[config.mk]
export PLATFORM = sky130hd
export DESIGN_NAME = hermitian_strip_writer
export DESIGN_NICKNAME = d
export VERILOG_FILES = /design/src/rtl/hermitian_pkg.sv /design/src/rtl/hermitian_addr_gen.sv /design/src/rtl/hermitian_strip_writer.sv
export SDC_FILE = /design/constraint.sdc
export NUM_CORES = 1
export LEC_CHECK = 0
export ABC_AREA = 1
export BUFFER_PORTS_ARGS = -buffer_cell sky130_fd_sc_hd__buf_2
export CAP_MARGIN = 20
export CORE_MARGIN = 3
export CORE_UTILIZATION = 60
export CTS_BUF_LIST = sky130_fd_sc_hd__clkbuf_4
export DETAILED_ROUTE_END_ITERATION = 8
export GPL_TIMING_DRIVEN = 0
export PLACE_DENSITY = 0.92
export SYNTH_ARGS = -nofsm -noshare
export SYNTH_HDL_FRONTEND = slang
export SYNTH_SLANG_ARGS = --single-unit
[constraint.sdc]
create_clock -name clk -period 4 [get_ports clk]
set_input_delay 0.8 -clock clk [delete_from_list [all_inputs] [get_ports clk]]
set_output_delay 0.8 -clock clk [all_outputs]
set_load 0.01 [all_outputs]
[src/rtl/hermitian_pkg.sv]
// Shared constants and state type for the Hermitian strip writer.
// Defaults give 3 symbols x 255 kept bins packed into a 768-word buffer.
package hermitian_pkg;

    localparam int FFT_N     = 512;
    localparam int SYMS      = 3;
    localparam int KEEP_BINS = FFT_N/2 - 1;
    localparam int DEPTH     = 768;
    localparam int ADDR_W    = 10;
    localparam int DATA_W    = 16;

    typedef enum logic {
        FILL     = 1'b0,
        WAIT_ACK = 1'b1
    } state_t;

endpackage

[src/rtl/hermitian_addr_gen.sv]
// Bin/symbol counters and packed write-address generation for the strip writer.
// Produces the keep decode plus end-of-symbol and end-of-frame flags.
module hermitian_addr_gen #(
    parameter int FFT_N  = hermitian_pkg::FFT_N,
    parameter int SYMS   = hermitian_pkg::SYMS,
    parameter int ADDR_W = hermitian_pkg::ADDR_W
) (
    input  logic              clk,
    input  logic              rst,
    input  logic              beat,
    input  logic              last,
    output logic              keep,
    output logic [ADDR_W-1:0] addr,
    output logic              last_bin,
    output logic              eos,
    output logic              eof
);
    import hermitian_pkg::*;

    localparam int KEEP  = FFT_N/2 - 1;
    localparam int BIN_W = $clog2(FFT_N);
    localparam int SYM_W = (SYMS > 1) ? $clog2(SYMS) : 1;

    logic [BIN_W-1:0]  bin;
    logic [SYM_W-1:0]  sym;
    logic [ADDR_W-1:0] base;

    // base tracks sym*KEEP so the address needs only an adder
    always_comb begin
        last_bin = (bin == BIN_W'(FFT_N - 1));
        keep     = (bin != '0) && (bin <= BIN_W'(KEEP));
        addr     = base + ADDR_W'(bin) - ADDR_W'(1);
        eos      = beat && (last_bin || last);
        eof      = eos && (sym == SYM_W'(SYMS - 1));
    end

    always_ff @(posedge clk) begin
        if (rst) begin
            bin  <= '0;
            sym  <= '0;
            base <= '0;
        end else if (beat) begin
            if (eos) begin
                bin <= '0;
                if (eof) begin
                    sym  <= '0;
                    base <= '0;
                end else begin
                    sym  <= sym + 1'b1;
                    base <= base + ADDR_W'(KEEP);
                end
            end else begin
                bin <= bin + 1'b1;
            end
        end
    end

endmodule

[src/rtl/hermitian_strip_writer.sv]
// Fill stage of the Hermitian-remover buffer: keeps bins 1..FFT_N/2-1 of each symbol.
// Optional FRAME_CNT_EN macro adds a 16-bit count of completed frames (frame_cnt).
module hermitian_strip_writer #(
    parameter int FFT_N  = hermitian_pkg::FFT_N,
    parameter int SYMS   = hermitian_pkg::SYMS,
    parameter int DATA_W = hermitian_pkg::DATA_W,
    parameter int ADDR_W = hermitian_pkg::ADDR_W,
    parameter int DEPTH  = hermitian_pkg::DEPTH
) (
    input  logic              clk,
    input  logic              rst,
    input  logic [DATA_W-1:0] s_axis_tdata,
    input  logic              s_axis_tvalid,
    output logic              s_axis_tready,
    input  logic              s_axis_tlast,
    output logic              bram_en,
    output logic              bram_we,
    output logic [ADDR_W-1:0] bram_addr,
    output logic [DATA_W-1:0] bram_di,
    output logic              frame_ready,
    input  logic              frame_ack,
    output logic              err_len
`ifdef FRAME_CNT_EN
    ,
    output logic [15:0]       frame_cnt
`endif
);
    import hermitian_pkg::*;

    if (SYMS * (FFT_N/2 - 1) > DEPTH) begin : g_depth_check
        $error("hermitian_strip_writer: frame does not fit in buffer");
    end

    state_t            state;
    state_t            state_next;
    logic              beat;
    logic              keep;
    logic              last_bin;
    logic              eos;
    logic              eof;
    logic [ADDR_W-1:0] wr_addr;

    assign beat        = s_axis_tvalid && s_axis_tready;
    assign frame_ready = (state == WAIT_ACK);

    hermitian_addr_gen #(
        .FFT_N  (FFT_N),
        .SYMS   (SYMS),
        .ADDR_W (ADDR_W)
    ) u_addr_gen (
        .clk      (clk),
        .rst      (rst),
        .beat     (beat),
        .last     (s_axis_tlast),
        .keep     (keep),
        .addr     (wr_addr),
        .last_bin (last_bin),
        .eos      (eos),
        .eof      (eof)
    );

    always_comb begin
        state_next = state;
        case (state)
            FILL:     if (eof)       state_next = WAIT_ACK;
            WAIT_ACK: if (frame_ack) state_next = FILL;
            default:                 state_next = FILL;
        endcase
    end

    // tready follows the next state so it drops in the same cycle frame_ready rises
    always_ff @(posedge clk) begin
        if (rst) begin
            state         <= FILL;
            s_axis_tready <= 1'b0;
        end else begin
            state         <= state_next;
            s_axis_tready <= (state_next == FILL);
        end
    end

    always_ff @(posedge clk) begin
        if (rst) begin
            bram_en   <= 1'b0;
            bram_we   <= 1'b0;
            bram_addr <= '0;
            bram_di   <= '0;
            err_len   <= 1'b0;
        end else begin
            bram_en <= beat && keep;
            bram_we <= beat && keep;
            err_len <= eos && (s_axis_tlast != last_bin);
            if (beat && keep) begin
                bram_addr <= wr_addr;
                bram_di   <= s_axis_tdata;
            end
        end
    end

`ifdef FRAME_CNT_EN
    always_ff @(posedge clk) begin
        if (rst) begin
            frame_cnt <= '0;
        end else if (state == FILL && state_next == WAIT_ACK) begin
            frame_cnt <= frame_cnt + 16'd1;
        end
    end
`endif

endmodule

==> metrics.cfg, run 1 <==
[yosys]
synth.area.top_cells=dfxtp_1, nand2_1, ha_1
yosys_warnings=0
netlist_instances=413
synth_fa_ha_area_share_pct=10.5
synth_top_cell_by_area=dfxtp_1
ys_seq_elements=51
mappedNetlistArea_um2=2940
synth_edf_count=0
ys.flop_type=dfxtp_1
synth_mux_area_share_pct=0
synth_top_family_by_area=simple AND/OR/NAND/NOR gates
yosys-top-cells-count=nand2_1, inv_1, nor2_1
synth-async-reset-ratio_pct=0
synth_top_area_share_pct=34.8
synthesis.nets=458
synth-compound-area-share_pct=9.04
synthXorXnorAreaFrac_pct=1.49
synth_area_per_cell_um2=7.11
synth-simple-area-share_pct=32.9
ys_types=31
synth_most_common_cell=nand2_1
ys_seq_area_share_pct=34.8

[global_routing]
grt_pass1_vias=2535
use_met2_pct=40.8
grt_overflow_total=0
grt_max_degree=17
use_met3_pct=4.74
grtUsageMet1_pct=25.4
grt.busiest_layer=met2
grt_pass1_wl_um=10700
antenna_found_initial=0
groute.usage.overall_pct=21.9

[setup_path]
cp_common_cell=ha_1
path_buf_inv=2
crit_arrival_ns=2.69
crit_family=simple AND/OR/NAND/NOR gates
crit_path_start_kind=flip-flop
cp_cell_sequence=ha_1 -> nand2_1 -> nor4_1 -> ha_1 -> inv_1 -> ha_1 -> nor2_8 -> inv_4 -> nor3_4 -> nor2_4 -> o21ai_1 -> a21oi_1
path_max_fanout=10
cp_slowest_cell=dfxtp_1
worst_ep_required_time_ns=4.27
cp-end-kind=flip-flop
cp_slowest_stage_delay_ns=0.41
critical_path_class=reg -> reg

[final_layout]
multi_input_area_um2=1580
final_nets=516
diodes=0
seq_area_um2=1020
final_area_um2=3330
layout-drive-gt1-share_pct=18.0
fillers=387
syn_to_final_growth_pct=13.4

[sta]
rsz0062_at_grt=false
fin_tns_setup_ns=0
finalSetupViolCount=0
worst_pin_slew_ns=0.474
slew_headroom_pct=68.4
skew_ns=0.0179
finalCritPeriodShare_pct=60.4
hold_viol=0
period_needed_ns=2.42
fmax_ghz=0.414
drv_slew=0

[clock_tree]
cts_buffer_depth=2
clkSinkCount=51
path_clk_slew_ns=0.15
cts_max_level=2
ctsResizeCount=0
post_cts_buffers=0
clock_latency_ns=0.37
root_buffer=clkbuf_4
cts_buffers=5
hold_buffers=0
cts_tree=done

[power_and_ir_drop]
p_leak_nw=1.69
pwr-share-clk_pct=21.9
power_frac_comb_pct=26.2
ir_drop_mv=0.219
switchingPower_mw=0.346
p_int_mw=0.712
switching_share_pct=32.7
power_density_nw_per_um2=318
seq_power_share_pct=51.9

[die]
die_h_um=75.9
start_util_pct=64.7
core_um2=4530
die_area_um2=5770
rows=24
die_x_um=75.9
ios=52

[outcome]
status=completed

[detailed_routing]
finalWirelength_um=6260
wl_per_cell_um=11.6
drc=0
via_per_inst=5.03
vias=2701
drtAntennaViolNets=0
drt_first_iter_violations=120
drt_first_pass_iters=4

[placement]
gp_congestion=0.875
port_buffers=51
place_area_um2=3270
hpwl_um=4930

[flow_run]
cap_violations=0

[hold_path]
hp-class=reg -> reg

sequential cells by signal, indices dropped and copies added (netlist names):
| signal | cells |
|---|---|
| bram_di | 16 |
| bram_addr | 10 |
| u_addr_gen.base | 10 |
| u_addr_gen.bin | 9 |
| u_addr_gen.sym | 2 |
| bram_we | 1 |
| err_len | 1 |
| frame_ready | 1 |
| s_axis_tready | 1 |
power groups by stage:
stage	logic, mW	clock network, mW	registers [mW]
final	0.277	0.231	0.549
after global routing	0.319	0.256	0.552
after CTS	0.278	0.240	0.549
after detailed placement	0.276	0	0.560
after global placement	0.266	0	0.558
after floorplan	0.196	0	0.567
metal layers:
| metal | routed length [um] | share of wire [%] |
|---|---|---|
| met4 | 73 | 1.2 |
| met2 | 3110 | 50 |
| met5 | 0 | 0 |
| met3 | 326 | 5.2 |
| met1 | 2740 | 44 |
cell type report:
class	count	share of cell area (%)
Tap cell	65	2.44
Timing Repair Buffer	51	7.67
Clock buffer	5	1.13
Sequential cell	51	30.7
Multi-Input combinational cell	284	47.5
Buffer	12	2.44
Clock inverter	3	0.601
Inverter	66	7.52
logic make-up (layout without fill, tap and decap cells):
family	after synthesis	after routing
xor gates and xnor gates	5	5
buffers and inverters	78	137
AOI/OAI and AO/OA	50	50
DFF	51	51
adders and majority gates	24	24
and+or+nand+nor	205	205
per-stage QoR:
stage | total power, mW | instances | util, % | setup WS [ns] | hold slack, ns
after global routing | 1.13 | 537 | 73.4 | 1.30 | 0.493
after global placement | 0.824 | 529 | 72.2 | 1.65 | 0.437
after floorplan | 0.763 | 413 | - | 1.88 | 0.428
after CTS | 1.07 | 537 | 73.4 | 1.56 | 0.469
after detailed placement | 0.836 | 529 | 72.2 | 1.60 | 0.448
final | 1.06 | 537 | 73.4 | 1.59 | 0.471
worst reg2reg max path: cells and delay by family, from the launching register on:
kind                     cells  cell delay, ns
AND/OR/NAND/NOR              5            0.97
adder cells (fa/ha/maj)      3            0.65
flip-flops                   1            0.41
AO/OA/AOI/OAI                2            0.14
buffers and inverters        2            0.14
cell usage in the layout (no fill, tap or decap), types with 3 or more instances in the layout:
cell	instances
a21oi_1	35
dfxtp_1	51
ha_1	23
inv_2	4
nor2_4	3
nor2_1	61
inv_1	61
a211oi_1	6
nand2_1	87
clkbuf_4	5
buf_2	56
nand3b_1	20
o21ai_1	7
xor2_1	5
nand2_2	3
buf_6	3
nand3_1	20
path summary, 6_finish.rpt:
kind / cells after the start / startpoint / to / slack [ns]
worst min-delay path: 1 / u_addr_gen.base[8]$_SDFFE_PP0P_ / u_addr_gen.base[8]$_SDFFE_PP0P_ / 0.47
worst max-delay path: 12 / u_addr_gen.bin[0]$_SDFFE_PP0P_ / u_addr_gen.base[8]$_SDFFE_PP0P_ / 1.59
worst min register to register: 1 / u_addr_gen.base[8]$_SDFFE_PP0P_ / u_addr_gen.base[8]$_SDFFE_PP0P_ / 0.47
worst max register to register: 12 / u_addr_gen.bin[0]$_SDFFE_PP0P_ / u_addr_gen.base[8]$_SDFFE_PP0P_ / 1.59
No activity file was read; power rests on OpenSTA's default activity.
==> inputs of run 2 (changes only) <==
CORE_UTILIZATION = 52   (was 60)
PLACE_DENSITY = 0.85   (was 0.92)
clock period = 1.9 ns   (was 4 ns; I/O delays follow)
==> metrics.cfg, run 2 (synthesis results as in run 1) <==
[global_routing]
grt_overflow_total=0  ; unchanged
grt_max_degree=17  ; unchanged
antenna_found_initial=0  ; unchanged
groute.usage.overall_pct=21.1  ; -0.78 points
grt_pass1_wl_um=10800  ; +1.3%
grt_pass1_vias=2444  ; -3.6%

[clock_tree]
cts_max_level=2  ; unchanged
clkSinkCount=51  ; unchanged
clock_latency_ns=0.39  ; +0.02 ns
cts_buffers=5  ; unchanged
cts_tree=done
path_clk_slew_ns=0.17  ; +0.02 ns
cts_buffer_depth=2  ; unchanged
root_buffer=clkbuf_4
hold_buffers=0  ; unchanged

[final_layout]
diodes=0  ; unchanged
largest_reg_flops=16  ; unchanged
layout-drive-gt1-share_pct=33.9  ; +16 points
max_flop_register=bram_di
syn_to_final_growth_pct=31.1
reg.largest.list=bram_di (16), bram_addr (10), u_addr_gen.base (10)
final_cell_mix=nand2_1, nor2_1, buf_2
final_common_cell=nand2_1
final_area_um2=3850  ; +16%
final_nets=539  ; +4.5%

[sta]
slew_headroom_pct=66.4  ; -2.0 points
period_needed_ns=2.11  ; -0.302 ns
drv_slew=0  ; unchanged
finalCritPeriodShare_pct=111  ; +51 points
finalSetupViolCount=24  ; +24
hold-worst-slack_ns=0.277  ; -0.194 ns
hold_viol=0  ; unchanged
rsz0062_at_grt=true
skew_ns=0.0203  ; +0.00239 ns
worst_pin_slew_ns=0.503  ; +0.0293 ns
worst_slack_ns=-0.213  ; -1.80 ns
fmax_ghz=0.473  ; +14%

[placement]
hpwl_um=4700  ; -4.7%
gp_congestion=0.867  ; -0.93%
dp_worst_setup_slack_ns=-0.191  ; -1.79 ns
place_area_um2=3330  ; +1.8%
port_buffers=51  ; unchanged

[detailed_routing]
finalWirelength_um=7650  ; +22%
via_per_inst=5.08  ; +1.1%
drtAntennaViolNets=0  ; unchanged
drc=0  ; unchanged
vias=2873  ; +6.4%
drt_first_iter_violations=251  ; +110%
wl_per_cell_um=13.5  ; +16%
drt_first_pass_iters=4  ; unchanged

[die]
rows=26  ; +8.3%
ios=52  ; unchanged
die_x_um=81.1  ; +6.8%
die_area_um2=6580  ; +14%
start_util_pct=55.7  ; -9.0 points
die_h_um=81.1  ; +6.8%
core_um2=5270  ; +16%

[setup_path]
crit_end=u_addr_gen.bin[1]$_SDFFE_PP0P_
rrSetupSlack_ns=-0.21  ; -1.80 ns
cp-end-kind=flip-flop
cp-startpoint=u_addr_gen.bin[0]$_SDFFE_PP0P_
reg2reg_to=u_addr_gen.bin[1]$_SDFFE_PP0P_
crit_arrival_ns=2.41  ; -0.28 ns
worst_r2r_path_depth=12  ; unchanged
reg2reg_from=u_addr_gen.bin[0]$_SDFFE_PP0P_
crit_path_start_kind=flip-flop
critical_path_class=reg -> reg
worst_ep_required_time_ns=2.20  ; -2.07 ns
path_max_fanout=5  ; -5

[hold_path]
hp-class=in -> reg

[power_and_ir_drop]
ir_drop_mv=0.553  ; +150%
p_leak_nw=1.88  ; +11%
power_density_nw_per_um2=691  ; +120%

[outcome]
status=finished, violations left
violations=setup timing

[flow_run]
cap_violations=0  ; unchanged

[run 2: changes by cell type in the layout (fill, tap and decap cells not counted), moves of 5 or more]
cell     delta
buf_4      +19
dfxtp_1    -15
dfxtp_2    +11
ha_1       -11
ha_4        +9
inv_1       -8
inv_2       +7
nand2_1     -6
a21oi_1     -5
[run 2: where the power goes]
group	total (mW)	switching, mW	internal [mW]
clock	0.774	0.365	0.409
sequential	1.16	0.0337	1.12
combinational	0.727	0.422	0.305
[run 2: through the flow]
| stage | total power, mW | instances | utilization, % | TNS (ns) |
|---|---|---|---|---|
| 2_1_floorplan | 1.61 | 413 | - | -0.00467 |
| 3_3_place_gp | 1.74 | 534 | 63.2 | -1.60 |
| 3_5_place_dp | 1.76 | 534 | 63.2 | -2.17 |
| 4_1_cts | 2.56 | 555 | 68.6 | -0.529 |
| 5_1_grt | 2.79 | 565 | 73.0 | -4.71 |
| 6_report | 2.66 | 565 | 73.0 | -2.17 |
[run 2: critical path, cell delays in order (launching register included)]
cell	delay [ns]
dfxtp_4	0.40
ha_4	0.17
nand2_4	0.07
nor4_4	0.04
ha_2	0.19
inv_2	0.06
ha_4	0.15
nor2_8	0.06
buf_4	0.13
buf_6	0.11
nor2_4	0.19
clkinvlp_4	0.21
a211oi_1	0.24
[run 2: area by class of cell]
type	count	area, um^2
repair inverters	1	7.51
well taps	70	87.6
clock inverters	3	67.6
clock buffers	5	37.5
repair buffers	73	425
flip-flops and latches	51	1050
fillers	376	1420
plain buffers	12	81.3
inverters	66	255
multi-input cells	284	1840
[run 2: how the worst min path moves through the flow]
| stage | end | cells after the start | slack, ns | startpoint |
|---|---|---|---|---|
| floorplan | u_addr_gen.base[8]$_SDFFE_PP0P_ | 1 | 0.43 | u_addr_gen.base[8]$_SDFFE_PP0P_ |
| global placement | u_addr_gen.base[8]$_SDFFE_PP0P_ | 1 | 0.44 | u_addr_gen.base[8]$_SDFFE_PP0P_ |
| detailed placement | u_addr_gen.base[8]$_SDFFE_PP0P_ | 1 | 0.45 | u_addr_gen.base[8]$_SDFFE_PP0P_ |
| CTS | frame_ready$_SDFF_PP0_ | 4 | 0.28 | frame_ack |
| global route | bram_di[0]$_SDFFE_PP0P_ | 4 | 0.30 | s_axis_tdata[0] |
| finish | frame_ready$_SDFF_PP0_ | 4 | 0.28 | frame_ack |
[run 2: layer usage]
metal / vias up / wire length, um / global-route usage, %
li1: 1462 / - / -
met1: 1339 / 3420 / 27.1
met2: 65 / 3870 / 35.7
met3: 7 / 326 / 4.10
met4: 0 / 43 / 6.25
met5: - / 0 / 0
[run 2: timing repair]
| action | in CTS | in global routing |
|---|---|---|
| gates cloned | 0 | 2 |
| setup endpoints to repair | 16 | 49 |
| pin swaps | 9 | 11 |
| resized for setup | 25 | 42 |
| buffers inserted | 13 | 10 |
==> inputs of run 3 (changes only) <==
PLACE_DENSITY = 0.78   (was 0.85)
==> metrics.cfg, run 3 (synthesis results as in run 1) <==
[final_layout]
reg.largest.list=bram_di (16), bram_addr (10), u_addr_gen.base (10)
largest_reg_flops=16  ; unchanged
fin_cells=558  ; -1.2%
layout-drive-gt1-share_pct=33.8  ; -0.13 points
seq_area_um2=1050  ; +0.12%
syn_to_final_growth_pct=29.4
max_flop_register=bram_di
final_nets=533  ; -1.1%
fillers=435  ; +16%
final_core_util_pct=72.1  ; -0.93 points
final_cell_mix=nand2_1, nor2_1, buf_2
multi_input_area_um2=1850  ; +0.82%
final_common_cell=nand2_1
final_area_um2=3800  ; -1.3%
diodes=0  ; unchanged

[detailed_routing]
drt_first_pass_iters=4  ; unchanged
wl_per_cell_um=13.0  ; -3.7%
drc=0  ; unchanged
finalWirelength_um=7280  ; -4.9%
vias=2822  ; -1.8%
via_per_inst=5.06  ; -0.54%
drtAntennaViolNets=0  ; unchanged
drt_first_iter_violations=159  ; -37%

[global_routing]
antenna_found_initial=0  ; unchanged
grt_overflow_total=0  ; unchanged
grt_pass1_vias=2455  ; +0.45%
grt_max_degree=16  ; -1
grt_pass1_wl_um=10700  ; -1.2%
groute.usage.overall_pct=20.8  ; -0.27 points

[sta]
drv_slew=0  ; unchanged
period_needed_ns=1.97  ; -0.147 ns
worst_slack_ns=-0.0661  ; +0.147 ns
finalSetupViolCount=12  ; -50%
slew_headroom_pct=63.9  ; -2.6 points
finalCritPeriodShare_pct=103  ; -7.7 points
hold_viol=0  ; unchanged
worst_pin_slew_ns=0.542  ; +0.0383 ns
rsz0062_at_grt=true
fmax_ghz=0.509  ; +7.5%
skew_ns=0.00935  ; -0.0110 ns

[die]
start_util_pct=55.7  ; unchanged
die_area_um2=6580  ; unchanged
die_h_um=81.1  ; unchanged
ios=52  ; unchanged
die_x_um=81.1  ; unchanged
core_um2=5270  ; unchanged
rows=26  ; unchanged

[clock_tree]
cts_buffers=5  ; unchanged
cts_tree=done
cts_buffer_depth=2  ; unchanged
root_buffer=clkbuf_4
clock_latency_ns=0.37  ; -0.02 ns
path_clk_slew_ns=0.14  ; -0.03 ns
cts_max_level=2  ; unchanged
hold_buffers=0  ; unchanged
clkSinkCount=51  ; unchanged

[hold_path]
hp-class=in -> reg

[power_and_ir_drop]
power_frac_comb_pct=31.2  ; +3.8 points
switchingPower_mw=0.801  ; -2.5%
p_int_mw=1.57  ; -14%
pwr-share-clk_pct=20.1  ; -9.0 points
ir_drop_mv=0.512  ; -7.3%
p_leak_nw=1.88  ; -0.44%
power_density_nw_per_um2=625  ; -9.5%
switching_share_pct=33.7  ; +2.8 points
seq_power_share_pct=48.7  ; +5.2 points

[setup_path]
worst_ep_required_time_ns=2.18  ; -0.02 ns
crit_arrival_ns=2.24  ; -0.17 ns
crit_path_start_kind=flip-flop
critical_path_class=reg -> reg
cp-end-kind=flip-flop
path_max_fanout=8  ; +3

[outcome]
status=finished, violations left
violations=setup timing

[placement]
placed_cells=534  ; unchanged
port_buffers=51  ; unchanged
place_area_um2=3330  ; unchanged
hpwl_um=4830  ; +2.9%
gp_congestion=0.824  ; -4.9%

[flow_run]
cap_violations=0  ; unchanged

## run 3: cell types whose count changed in the layout (fill, tap and decap cells not counted), moves of 3 or more
| cell | previous run | this run |
|---|---|---|
| nor2_1 | 58 | 55 |
| buf_4 | 21 | 14 |
| nor2_2 | 2 | 7 |
| buf_2 | 57 | 54 |
## run 3: worst max-delay path, cell delays in order (launching register included)
cell and delay (ns):
dfxtp_4 0.41, ha_4 0.16, nand2_4 0.05, nor4_4 0.15, ha_2 0.22, inv_2 0.04, ha_4 0.17, nor2_8 0.17
inv_8 0.06, nor3_4 0.17, nor2_4 0.10, o21ai_1 0.11, a21oi_1 0.05
## run 3: stage by stage
| stage | worst slack (ns) | power (mW) | hold WS [ns] | setup TNS [ns] |
|---|---|---|---|---|
| 4_1_cts | -0.0364 | 2.26 | 0.287 | -0.367 |
| 3_3_place_gp | -0.176 | 1.75 | 0.442 | -1.87 |
| 3_5_place_dp | -0.210 | 1.77 | 0.456 | -2.37 |
| 5_1_grt | -0.170 | 2.52 | 0.314 | -3.15 |
| 2_1_floorplan | -0.00467 | 1.61 | 0.428 | -0.00467 |
| 6_report | -0.0661 | 2.37 | 0.291 | -0.401 |
## run 3: power by group through the flow
| stage | clock [mW] | combinational (mW) | sequential [mW] |
|---|---|---|---|
| 5_1_grt | 0.526 | 0.833 | 1.16 |
| 6_report | 0.478 | 0.741 | 1.16 |
| 2_1_floorplan | 0 | 0.417 | 1.19 |
| 4_1_cts | 0.491 | 0.616 | 1.15 |
| 3_3_place_gp | 0 | 0.570 | 1.18 |
| 3_5_place_dp | 0 | 0.588 | 1.18 |
## run 3: what timing repair did
action,CTS,global route
gates cloned,0,5
pin swaps,7,12
resized for setup,21,63
endpoints found under the setup margin,16,48
setup buffers,10,3
## run 3: layout make-up
class                           instances  area share, %
Clock buffer                            5          0.988
Timing Repair Buffer                   66           10.3
Inverter                               66           6.85
Multi-Input combinational cell        285           48.7
Sequential cell                        51           27.7
Buffer                                 12           2.57
Tap cell                               70           2.31
Clock inverter                          2          0.362
Timing Repair inverter                  1          0.198
## run 3: layer usage
layer  wire, um  GRT usage (%)
met1       3180           26.2
met2       3590           35.5
met3        412           4.77
met4         92           6.08
met5          0              0
## run 3: path summary, 6_finish.rpt
kind / start / depth (start not counted) / slack [ns] / to
worst max-delay path: u_addr_gen.bin[1]$_SDFFE_PP0P_ / 12 / -0.07 / u_addr_gen.base[4]$_SDFFE_PP0P_
worst min-delay path: frame_ack / 4 / 0.29 / frame_ready$_SDFF_PP0_
worst max register to register: u_addr_gen.bin[1]$_SDFFE_PP0P_ / 12 / -0.07 / u_addr_gen.base[4]$_SDFFE_PP0P_
worst min register to register: u_addr_gen.base[8]$_SDFFE_PP0P_ / 1 / 0.44 / u_addr_gen.base[8]$_SDFFE_PP0P_
